### src/rtl/xmit_pkg.sv
// Shared types and helpers for the transmit output path.
//   xmit_state_e  : FSM state encoding (IDLE, PRE, SFD, DATA, IFG)
//   ctrl_w()      : control block width from the length and sequence field widths
//   preamble_sym(): repeating 2'b01 symbol of the given width (LSB set)
//   sfd_sym()     : preamble symbol with its MSB also set
package xmit_pkg;

    typedef enum logic [2:0] {
        StIdle,
        StPre,
        StSfd,
        StData,
        StIfg
    } xmit_state_e;

    // Widest PHY symbol the helper functions can build.
    localparam int unsigned SymMaxW = 64;

    function automatic int unsigned ctrl_w(input int unsigned len_w, input int unsigned seq_w);
        return len_w + seq_w;
    endfunction

    function automatic logic [SymMaxW-1:0] preamble_sym(input int unsigned phy_w);
        logic [SymMaxW-1:0] sym;
        sym = '0;
        for (int unsigned i = 0; i < phy_w; i += 2) begin
            sym = sym | (SymMaxW'(1) << i);
        end
        return sym;
    endfunction

    function automatic logic [SymMaxW-1:0] sfd_sym(input int unsigned phy_w);
        return preamble_sym(phy_w) | (SymMaxW'(1) << (phy_w - 1));
    endfunction

endpackage

### src/rtl/xmit_piso.sv
// Word-to-symbol shift register.
//   clk_i   : clock
//   rst_i   : synchronous active-high reset
//   load_i  : data_i is present; its low symbol is passed straight through to sym_o
//             and the remaining symbols are stored
//   shift_i : emit the next stored symbol and advance
//   data_i  : DATA_W-bit word
//   sym_o   : current PHY_W-bit symbol, LSB symbol first
module xmit_piso #(
    parameter int unsigned DATA_W = 8,
    parameter int unsigned PHY_W  = 4
) (
    input  logic              clk_i,
    input  logic              rst_i,
    input  logic              load_i,
    input  logic              shift_i,
    input  logic [DATA_W-1:0] data_i,
    output logic [PHY_W-1:0]  sym_o
);

    logic [DATA_W-1:0] sreg_q;

    // Bypass on load so the first symbol leaves in the same cycle the word arrives.
    assign sym_o = load_i ? data_i[PHY_W-1:0] : sreg_q[PHY_W-1:0];

    always_ff @(posedge clk_i) begin
        if (rst_i) begin
            sreg_q <= '0;
        end else if (load_i) begin
            sreg_q <= data_i >> PHY_W;
        end else if (shift_i) begin
            sreg_q <= sreg_q >> PHY_W;
        end
    end

endmodule

### src/rtl/xmit_out_fsm_param.sv
// Transmit output FSM: takes one control block per frame, pops the frame words from the
// upstream buffer and sends preamble, SFD, data (LSB symbol first) and an inter-frame gap.
//   clk_phy       : PHY clock
//   reset         : synchronous, active-high
//   ctrl_valid    : ctrl_block_in valid
//   ctrl_ready    : control block accepted (IDLE only)
//   ctrl_block_in : {sequence, length-in-words}
//   rd_en         : pop one buffer word; data_in valid the following cycle
//   data_in       : buffer read data
//   tx_en         : PHY transmit enable (registered)
//   data_out      : PHY symbol (registered), 0 while tx_en is low
//   frame_seq_out : sequence number of the last accepted frame
//   xmit_done_out : one-cycle pulse at frame completion
module xmit_out_fsm_param
    import xmit_pkg::*;
#(
    parameter int unsigned DATA_W        = 8,
    parameter int unsigned PHY_W         = 4,
    parameter int unsigned LEN_W         = 12,
    parameter int unsigned SEQ_W         = 12,
    parameter int unsigned PREAMBLE_SYMS = 15,
    parameter int unsigned IFG_SYMS      = 24,
    localparam int unsigned CTRL_W       = ctrl_w(LEN_W, SEQ_W)
) (
    input  logic              clk_phy,
    input  logic              reset,
    input  logic              ctrl_valid,
    output logic              ctrl_ready,
    input  logic [CTRL_W-1:0] ctrl_block_in,
    output logic              rd_en,
    input  logic [DATA_W-1:0] data_in,
    output logic              tx_en,
    output logic [PHY_W-1:0]  data_out,
    output logic [SEQ_W-1:0]  frame_seq_out,
    output logic              xmit_done_out
);

    localparam int unsigned Syms    = DATA_W / PHY_W;
    localparam int unsigned SymCntW = (Syms > 1) ? $clog2(Syms) : 1;
    localparam int unsigned PreCntW = $clog2(PREAMBLE_SYMS + 1);
    localparam int unsigned IfgCntW = $clog2(IFG_SYMS + 1);

    localparam logic [PHY_W-1:0] PreSym = PHY_W'(preamble_sym(PHY_W));
    localparam logic [PHY_W-1:0] SfdSym = PHY_W'(sfd_sym(PHY_W));

    xmit_state_e        state_q, state_d;
    logic [LEN_W-1:0]   len_q, len_d;
    logic [LEN_W-1:0]   word_cnt_q, word_cnt_d;
    logic [SEQ_W-1:0]   seq_q, seq_d;
    logic [PreCntW-1:0] pre_cnt_q, pre_cnt_d;
    logic [SymCntW-1:0] sym_cnt_q, sym_cnt_d;
    logic [IfgCntW-1:0] ifg_cnt_q, ifg_cnt_d;
    logic               tx_en_q, tx_en_d;
    logic [PHY_W-1:0]   data_out_q, data_out_d;
    logic               done_q, done_d;

    logic               accept, rd_req, last_sym, last_word;
    logic               piso_load, piso_shift;
    logic [PHY_W-1:0]   piso_sym;

    assign ctrl_ready = (state_q == StIdle) && !reset;
    assign accept     = ctrl_valid && ctrl_ready;
    assign last_sym   = (sym_cnt_q == SymCntW'(Syms - 1));
    assign last_word  = (word_cnt_q == len_q - LEN_W'(1));
    assign rd_en      = rd_req && !reset;

    xmit_piso #(
        .DATA_W(DATA_W),
        .PHY_W (PHY_W)
    ) u_piso (
        .clk_i  (clk_phy),
        .rst_i  (reset),
        .load_i (piso_load),
        .shift_i(piso_shift),
        .data_i (data_in),
        .sym_o  (piso_sym)
    );

    always_comb begin
        state_d    = state_q;
        len_d      = len_q;
        seq_d      = seq_q;
        word_cnt_d = word_cnt_q;
        pre_cnt_d  = pre_cnt_q;
        sym_cnt_d  = sym_cnt_q;
        ifg_cnt_d  = ifg_cnt_q;
        tx_en_d    = 1'b0;
        data_out_d = '0;
        done_d     = 1'b0;
        rd_req     = 1'b0;
        piso_load  = 1'b0;
        piso_shift = 1'b0;

        unique case (state_q)
            StIdle: begin
                if (accept) begin
                    len_d     = ctrl_block_in[LEN_W-1:0];
                    seq_d     = ctrl_block_in[CTRL_W-1:LEN_W];
                    pre_cnt_d = '0;
                    if (ctrl_block_in[LEN_W-1:0] == '0) begin
                        // Empty frame: done right away, then a gap one cycle
                        // shorter in state terms since the pulse leads the gap.
                        state_d   = StIfg;
                        ifg_cnt_d = IfgCntW'(IFG_SYMS - 1);
                        done_d    = 1'b1;
                    end else begin
                        state_d = StPre;
                    end
                end
            end
            StPre: begin
                tx_en_d    = 1'b1;
                data_out_d = PreSym;
                if (pre_cnt_q == PreCntW'(PREAMBLE_SYMS - 1)) begin
                    state_d = StSfd;
                end else begin
                    pre_cnt_d = pre_cnt_q + PreCntW'(1);
                end
            end
            StSfd: begin
                tx_en_d    = 1'b1;
                data_out_d = SfdSym;
                rd_req     = 1'b1;
                state_d    = StData;
                sym_cnt_d  = '0;
                word_cnt_d = '0;
            end
            StData: begin
                tx_en_d    = 1'b1;
                data_out_d = piso_sym;
                piso_load  = (sym_cnt_q == '0);
                piso_shift = !piso_load;
                if (last_sym) begin
                    sym_cnt_d = '0;
                    if (last_word) begin
                        // One extra IFG state cycle covers the tx_en fall before done.
                        state_d   = StIfg;
                        ifg_cnt_d = IfgCntW'(IFG_SYMS);
                    end else begin
                        word_cnt_d = word_cnt_q + LEN_W'(1);
                        rd_req     = 1'b1;
                    end
                end else begin
                    sym_cnt_d = sym_cnt_q + SymCntW'(1);
                end
            end
            StIfg: begin
                // Only a data frame loads the full IFG_SYMS count.
                done_d = (ifg_cnt_q == IfgCntW'(IFG_SYMS));
                if (ifg_cnt_q == '0) begin
                    state_d = StIdle;
                end else begin
                    ifg_cnt_d = ifg_cnt_q - IfgCntW'(1);
                end
            end
            default: state_d = StIdle;
        endcase
    end

    always_ff @(posedge clk_phy) begin
        if (reset) begin
            state_q    <= StIdle;
            len_q      <= '0;
            seq_q      <= '0;
            word_cnt_q <= '0;
            pre_cnt_q  <= '0;
            sym_cnt_q  <= '0;
            ifg_cnt_q  <= '0;
            tx_en_q    <= 1'b0;
            data_out_q <= '0;
            done_q     <= 1'b0;
        end else begin
            state_q    <= state_d;
            len_q      <= len_d;
            seq_q      <= seq_d;
            word_cnt_q <= word_cnt_d;
            pre_cnt_q  <= pre_cnt_d;
            sym_cnt_q  <= sym_cnt_d;
            ifg_cnt_q  <= ifg_cnt_d;
            tx_en_q    <= tx_en_d;
            data_out_q <= data_out_d;
            done_q     <= done_d;
        end
    end

    assign tx_en         = tx_en_q;
    assign data_out      = data_out_q;
    assign frame_seq_out = seq_q;
    assign xmit_done_out = done_q;

endmodule
### config.mk
export PLATFORM = sky130hd
export DESIGN_NAME = xmit_out_fsm_param
export DESIGN_NICKNAME = d
export VERILOG_FILES = /design/src/rtl/xmit_pkg.sv /design/src/rtl/xmit_piso.sv /design/src/rtl/xmit_out_fsm_param.sv
export SDC_FILE = /design/constraint.sdc
export NUM_CORES = 1
export LEC_CHECK = 0
export CORE_UTILIZATION = 53
export CTS_BUF_LIST = sky130_fd_sc_hd__clkbuf_8 sky130_fd_sc_hd__clkbuf_16
export DETAILED_ROUTE_END_ITERATION = 8
export PLACE_DENSITY = 0.8
export SKIP_CTS_REPAIR_TIMING = 1
export SYNTH_ARGS = -nofsm -noshare
export SYNTH_HDL_FRONTEND = slang
export SYNTH_SLANG_ARGS = --single-unit
### constraint.sdc
create_clock -name clk_phy -period 3.3 [get_ports clk_phy]
set_clock_uncertainty 0.1 [all_clocks]
set_input_delay 0.66 -clock clk_phy [delete_from_list [all_inputs] [get_ports clk_phy]]
set_output_delay 0.66 -clock clk_phy [all_outputs]
set_load 0.05 [all_outputs]
==> results of run 1 <==
==> cell usage after synthesis (all sizes together) (2+ instances only) <==
cell,number
nor3b,3
nor4,10
a21oi,47
or2,8
a2111oi,2
or3,7
o41ai,4
xnor2,8
a31o,3
nand2,67
or4,3
dfxtp,59
xor2,8
buf,5
clkbuf,15
o21ai,10
a211oi,2
o211ai,7
nor2,23
inv,13
nand2b,3
o221ai,2
and3,11
a32o,2
and2,3
o31ai,5
nand3,11
a31oi,4
nor3,11
o21bai,2
nand4,5
ha,6
nand3b,2
mux2i,9
==> flip-flops by register name, indices dropped and copies added, names as in the netlist <==
register / count
last_sym: 1
len_q: 12
frame_seq_out: 12
ifg_cnt_q: 5
word_cnt_q: 12
pre_cnt_q: 4
data_out: 4
xmit_done_out: 1
u_piso.sreg_q: 4
tx_en: 1
state_q: 3
==> worst max-delay path: stages (launching register included) <==
cell	delay [ns]
dfxtp_4	0.36
or4_4	0.53
buf_6	0.15
o41ai_4	0.35
o221ai_2	0.18
nand3_2	0.14
nor4_4	0.05
nor3_2	0.25
clkbuf_16	0.21
==> cell families (layout without fill, tap and decap cells) <==
| kind of cell | count (synthesis) | count (layout) |
|---|---|---|
| xor+xnor | 16 | 16 |
| flops | 59 | 59 |
| compound gates | 96 | 96 |
| mux | 9 | 9 |
| fa+ha+maj | 6 | 6 |
| buf+inv | 33 | 100 |
| simple gates | 169 | 169 |
==> layout make-up <==
class	count	area, sq um
multi-input combinational	296	1819
tap	72	90.09
clock buffer	10	137.6
fill	424	1508
timing repair buffer	71	696.9
clock inverter	6	87.58
sequential	59	1186
inverter	13	48.80
==> metal layers <==
| layer | GRT usage, % | wire (um) |
|---|---|---|
| met1 | 32.85 | 3467 |
| met2 | 44.39 | 4049 |
| met3 | 7.442 | 507 |
| met4 | 12.78 | 216 |
| met5 | 0 | 0 |
==> stage by stage <==
step / instances / hold slack [ns]
CTS: 522 / 0.3560
global route: 527 / 0.3695
detailed placement: 506 / 0.3469
floorplan: 388 / 0.3496
finish: 527 / 0.3547
global placement: 506 / 0.3413
==> path summary, 6_finish.rpt <==
| check | startpoint | endpoint | slack, ns |
|---|---|---|---|
| worst min-delay path | frame_seq_out[4] | frame_seq_out[4] | 0.35 |
| worst max register to register | len_q[3] | word_cnt_q[6] | 0.47 |
| worst max-delay path | len_q[3] | rd_en | -0.03 |
| worst min register to register | frame_seq_out[4] | frame_seq_out[4] | 0.35 |
==> power by group <==
part / switching [mW] / internal (mW)
Combinational: 0.623 / 0.443
Sequential: 0.119 / 0.810
Clock: 0.300 / 0.447
==> impl_metrics.tcl, run 1 <==
set metrics [dict create \
    synth_cells 388 \
    drt-vias-per-instance 5.943 \
    layout_common_cells "67 x nand2_1, 57 x dfxtp_1, 52 x clkdlybuf4s50_1" \
    antenna_cells 0 \
    dr.pass1.iters 4 \
    finalSetupViolCount 1 \
    root_buffer "clkbuf_8" \
    synth_xor_xnor_area_share_pct 4.538 \
    rsz0062_at_grt "yes" \
    synth.cell_area_sq_mm 0.003088 \
    crit_arrival_ns 2.57 \
    die_area_sq_mm 0.006136 \
    post-route-util_pct 72.95 \
    wire_per_inst_um 15.64 \
    synthSimpleGateAreaFrac_pct 27.27 \
    synthMuxAreaShare_pct 2.917 \
    clock-sinks 59 \
    synth-compound-area-share_pct 20.30 \
    finalHoldViolCount 0 \
    violations "setup timing" \
    vias 3132 \
    initial_core_util_pct 55.40 \
    die_h_um 78.33 \
    fin_setup_tns_ns -0.02853 \
    synth_top_family_by_area "simple AND/OR/NAND/NOR gates" \
    dp_hpwl_um 5556 \
    numCtsBuffers 9 \
    drive_gt1_share_pct 13.63 \
    syn_avg_cell_area_sq_um 7.959 \
    worst-path-max-fanout 7 \
    insertion_delay_ns 0.35 \
    endpoint_kind "primary output" \
    yosysTopAreaCellShare_pct 38.25 \
    design.core.area_sq_mm 0.005574 \
    hold_depth 2 \
    clk_pin_slew_ns 0.07 \
    antenna_left 0 \
    synth_area_leader_cell "dfxtp_1" \
    final_common_cell "nand2_1" \
    start_kind "register" \
    num_rows 27 \
    worst_slack_ns -0.02853 \
    grt_max_degree 34 \
    synth_edf_count 0 \
    place_area_sq_mm 0.003756 \
    ys_ff_latch 59 \
    status "complete, but fails checks" \
    syn_nets 429 \
    first_global_vias 2897 \
    finalPower_mw 2.741 \
    period_needed_ns 3.329 \
    worst_pin_slew_ns 0.7714 \
    io_pins 55 \
    grt.total_usage_pct 27.10 \
    power.density_mw_per_mm2 674.0 \
    min_period_over_period_pct 100.9 \
    crit_required_ns 2.54 \
    final_nets 491 \
    place_ws_ns 0.2553 \
    portBuffers 54 \
    drv_slew 0 \
    hp-class "register to register" \
    area_growth_pct 31.69 \
    crit_type "register to primary output" \
    ys_warn_count 0 \
    antenna_found_initial 0 \
    post-route-cell-area_sq_mm 0.004066 \
    ir_drop_v 0.0004565 \
    synth.distinct_cells 53 \
    ys_seq_area_share_pct 38.25 \
    h-tree-depth 3 \
    clk_path_buf_depth 2 \
    cts_tree "done" \
    timing.fmax_ghz 0.3004 \
    drt-total-wl_um 8242 \
    async_reset_ff_share_pct 0 \
    max_cap_viol_count 0 \
    ys.flop_type "dfxtp_1" \
    gp_congestion 0.8943 \
    maxSlewHeadroom_pct 48.45 \
    drtIter0Drc 212 \
    grt-ovfl-total 0 \
    r2r_cells 8 \
    dieWidth_um 78.33 \
    synth.top_cells.by_area "dfxtp_1 38%, nand2_1 8.1%, a21oi_1 7.6%" \
    synth_fa_ha_area_share_pct 2.431 \
    p_leak_nw 1.504 \
    grt_pass1_wl_um 12980 \
    route.detailed.drc 0 \
]
Power figures use the tool's default switching activity.
==> run 2: changes to the inputs <==
--- a/config.mk
+++ b/config.mk
@@ -8,8 +8,10 @@
 export CORE_UTILIZATION = 53
 export CTS_BUF_LIST = sky130_fd_sc_hd__clkbuf_8 sky130_fd_sc_hd__clkbuf_16
 export DETAILED_ROUTE_END_ITERATION = 8
+export HOLD_SLACK_MARGIN = 0.08
 export PLACE_DENSITY = 0.8
 export SKIP_CTS_REPAIR_TIMING = 1
+export SKIP_LAST_GASP = 1
 export SYNTH_ARGS = -nofsm -noshare
 export SYNTH_HDL_FRONTEND = slang
 export SYNTH_SLANG_ARGS = --single-unit
==> results of run 2 <==
Same layout as run 1: the final DEF is identical, and so are final timing and power.
==> run 3: changes to the inputs <==
--- a/config.mk
+++ b/config.mk
@@ -5,6 +5,7 @@
 export SDC_FILE = /design/constraint.sdc
 export NUM_CORES = 1
 export LEC_CHECK = 0
+export CORE_ASPECT_RATIO = 0.7
 export CORE_UTILIZATION = 53
 export CTS_BUF_LIST = sky130_fd_sc_hd__clkbuf_8 sky130_fd_sc_hd__clkbuf_16
 export DETAILED_ROUTE_END_ITERATION = 8
==> run 3 against run 2 <==
Highest routed layer unchanged. Setup slack improved by 0.016 ns. Clock power fell by 13%. Critical path type unchanged. The flow still finishes with violations (setup timing). Combinational power barely moved. Register-to-register slack improved by 0.02 ns. Critical endpoint unchanged.
==> impl_metrics.tcl, run 3 (same netlist as run 1, synthesis figures left out) <==
set metrics [dict create \
    status "complete, but fails checks" \
    violations "setup timing" \
    crit_arrival_ns 2.55 \
    period_needed_ns 3.312 \
    worst-path-max-fanout 4 \
    io_pins 55 \
    layout_common_cells "67 x nand2_1, 58 x dfxtp_1, 52 x clkdlybuf4s50_1" \
    gp_congestion 0.9237 \
    worst_slack_ns -0.01233 \
    dr.pass1.iters 5 \
    drtIter0Drc 275 \
    rsz0062_at_grt "yes" \
    p_leak_nw 1.467 \
    post-route-util_pct 73.81 \
    die_h_um 65.86 \
    drv_slew 0 \
    die_area_sq_mm 0.006140 \
    finalHoldViolCount 0 \
    ir_drop_v 0.0003921 \
    grt.total_usage_pct 26.89 \
    place_area_sq_mm 0.003741 \
    hp-class "register to register" \
    min_from "frame_seq_out[1]" \
    first_global_vias 2648 \
    drt-vias-per-instance 5.860 \
    start_kind "register" \
    top_usage_layer "met2" \
    finalSetupViolCount 1 \
    grt_use_met3_pct 9.195 \
    grt_max_degree 34 \
    grt-ovfl-total 0 \
    fillers 404 \
    final_nets 487 \
    grt_use_met2_pct 39.06 \
    initial_core_util_pct 56.95 \
    power.density_mw_per_mm2 661.2 \
    clk_pin_slew_ns 0.07 \
    num_rows 22 \
    worst_pin_slew_ns 0.7823 \
    dieWidth_um 93.23 \
    max_cap_viol_count 0 \
    crit_type "register to primary output" \
    fin_setup_tns_ns -0.01233 \
    h-tree-depth 3 \
    maxSlewHeadroom_pct 47.72 \
    grt_pass1_wl_um 12530 \
    crit_required_ns 2.54 \
    r2r_start "len_q[6]" \
    numCtsBuffers 9 \
    hold_slack_ns 0.3529 \
    final_common_cell "nand2_1" \
    wire_per_inst_um 15.05 \
    endpoint_kind "primary output" \
    drt-total-wl_um 7873 \
    grt_use_met1_pct 36.33 \
    drive_gt1_share_pct 12.64 \
    clk_path_buf_depth 2 \
    route.detailed.drc 0 \
    cts_tree "done" \
    min_period_over_period_pct 100.4 \
    antenna_left 0 \
    clock-sinks 59 \
    portBuffers 54 \
    timing.fmax_ghz 0.3019 \
    area_growth_pct 29.62 \
    dp_hpwl_um 5404 \
    root_buffer "clkbuf_8" \
    finalPower_mw 2.647 \
    cp-startpoint "len_q[6]" \
    insertion_delay_ns 0.34 \
    post-route-cell-area_sq_mm 0.004003 \
    antenna_found_initial 0 \
    vias 3065 \
    antenna_cells 0 \
    design.core.area_sq_mm 0.005423 \
]
-- run 3: cell types whose count changed in the layout (fill, tap and decap cells not counted), sizes merged --
cell / before / now
buf: 18 / 15
clkbuf: 11 / 10
bufinv: 2 / 1
clkinvlp: 0 / 1
-- run 3: cell type report --
| type | count | area [sq um] | area share, % |
|---|---|---|---|
| Sequential cell | 59 | 1182 | 29.54 |
| Clock buffer | 10 | 137.6 | 3.439 |
| Clock inverter | 6 | 56.30 | 1.407 |
| Tap cell | 72 | 90.09 | 2.251 |
| Multi-Input combinational cell | 296 | 1829 | 45.70 |
| Inverter | 13 | 48.80 | 1.219 |
| Timing Repair Buffer | 67 | 658.1 | 16.44 |
-- run 3: stage by stage --
| stage | worst slack (ns) | instances |
|---|---|---|
| after floorplan | 0.1932 | 388 |
| after global placement | 0.3090 | 504 |
| after detailed placement | 0.2488 | 504 |
| after CTS | -0.1160 | 520 |
| after global routing | -0.1325 | 523 |
| final | -0.01233 | 523 |
-- run 3: worst max-delay path, cell delays in order (launching register included) --
cell	delay, ns
dfxtp_1	0.34
or4_4	0.57
o41ai_2	0.30
and4_1	0.31
nand3_2	0.14
nor4_4	0.28
nor3_2	0.10
buf_12	0.17
-- run 3: worst paths after layout --
path,cells after the start,slack (ns),end
setup / recovery,7,-0.01,rd_en
hold / removal,2,0.35,frame_seq_out[1]
hold reg to reg,2,0.35,frame_seq_out[1]
setup reg to reg,9,0.49,word_cnt_q[6]
-- run 3: report_power, final --
group	internal, mW	switching [mW]	total (mW)	leakage (nW)
Clock	0.362	0.286	0.648	0.103
Sequential	0.810	0.118	0.928	0.479
Combinational	0.445	0.625	1.07	0.884
-- run 3: routing by layer --
metal	vias up	routed length, um
li1	1512	-
met3	17	593
met5	-	0
met2	129	3401
met1	1407	3755
met4	0	123
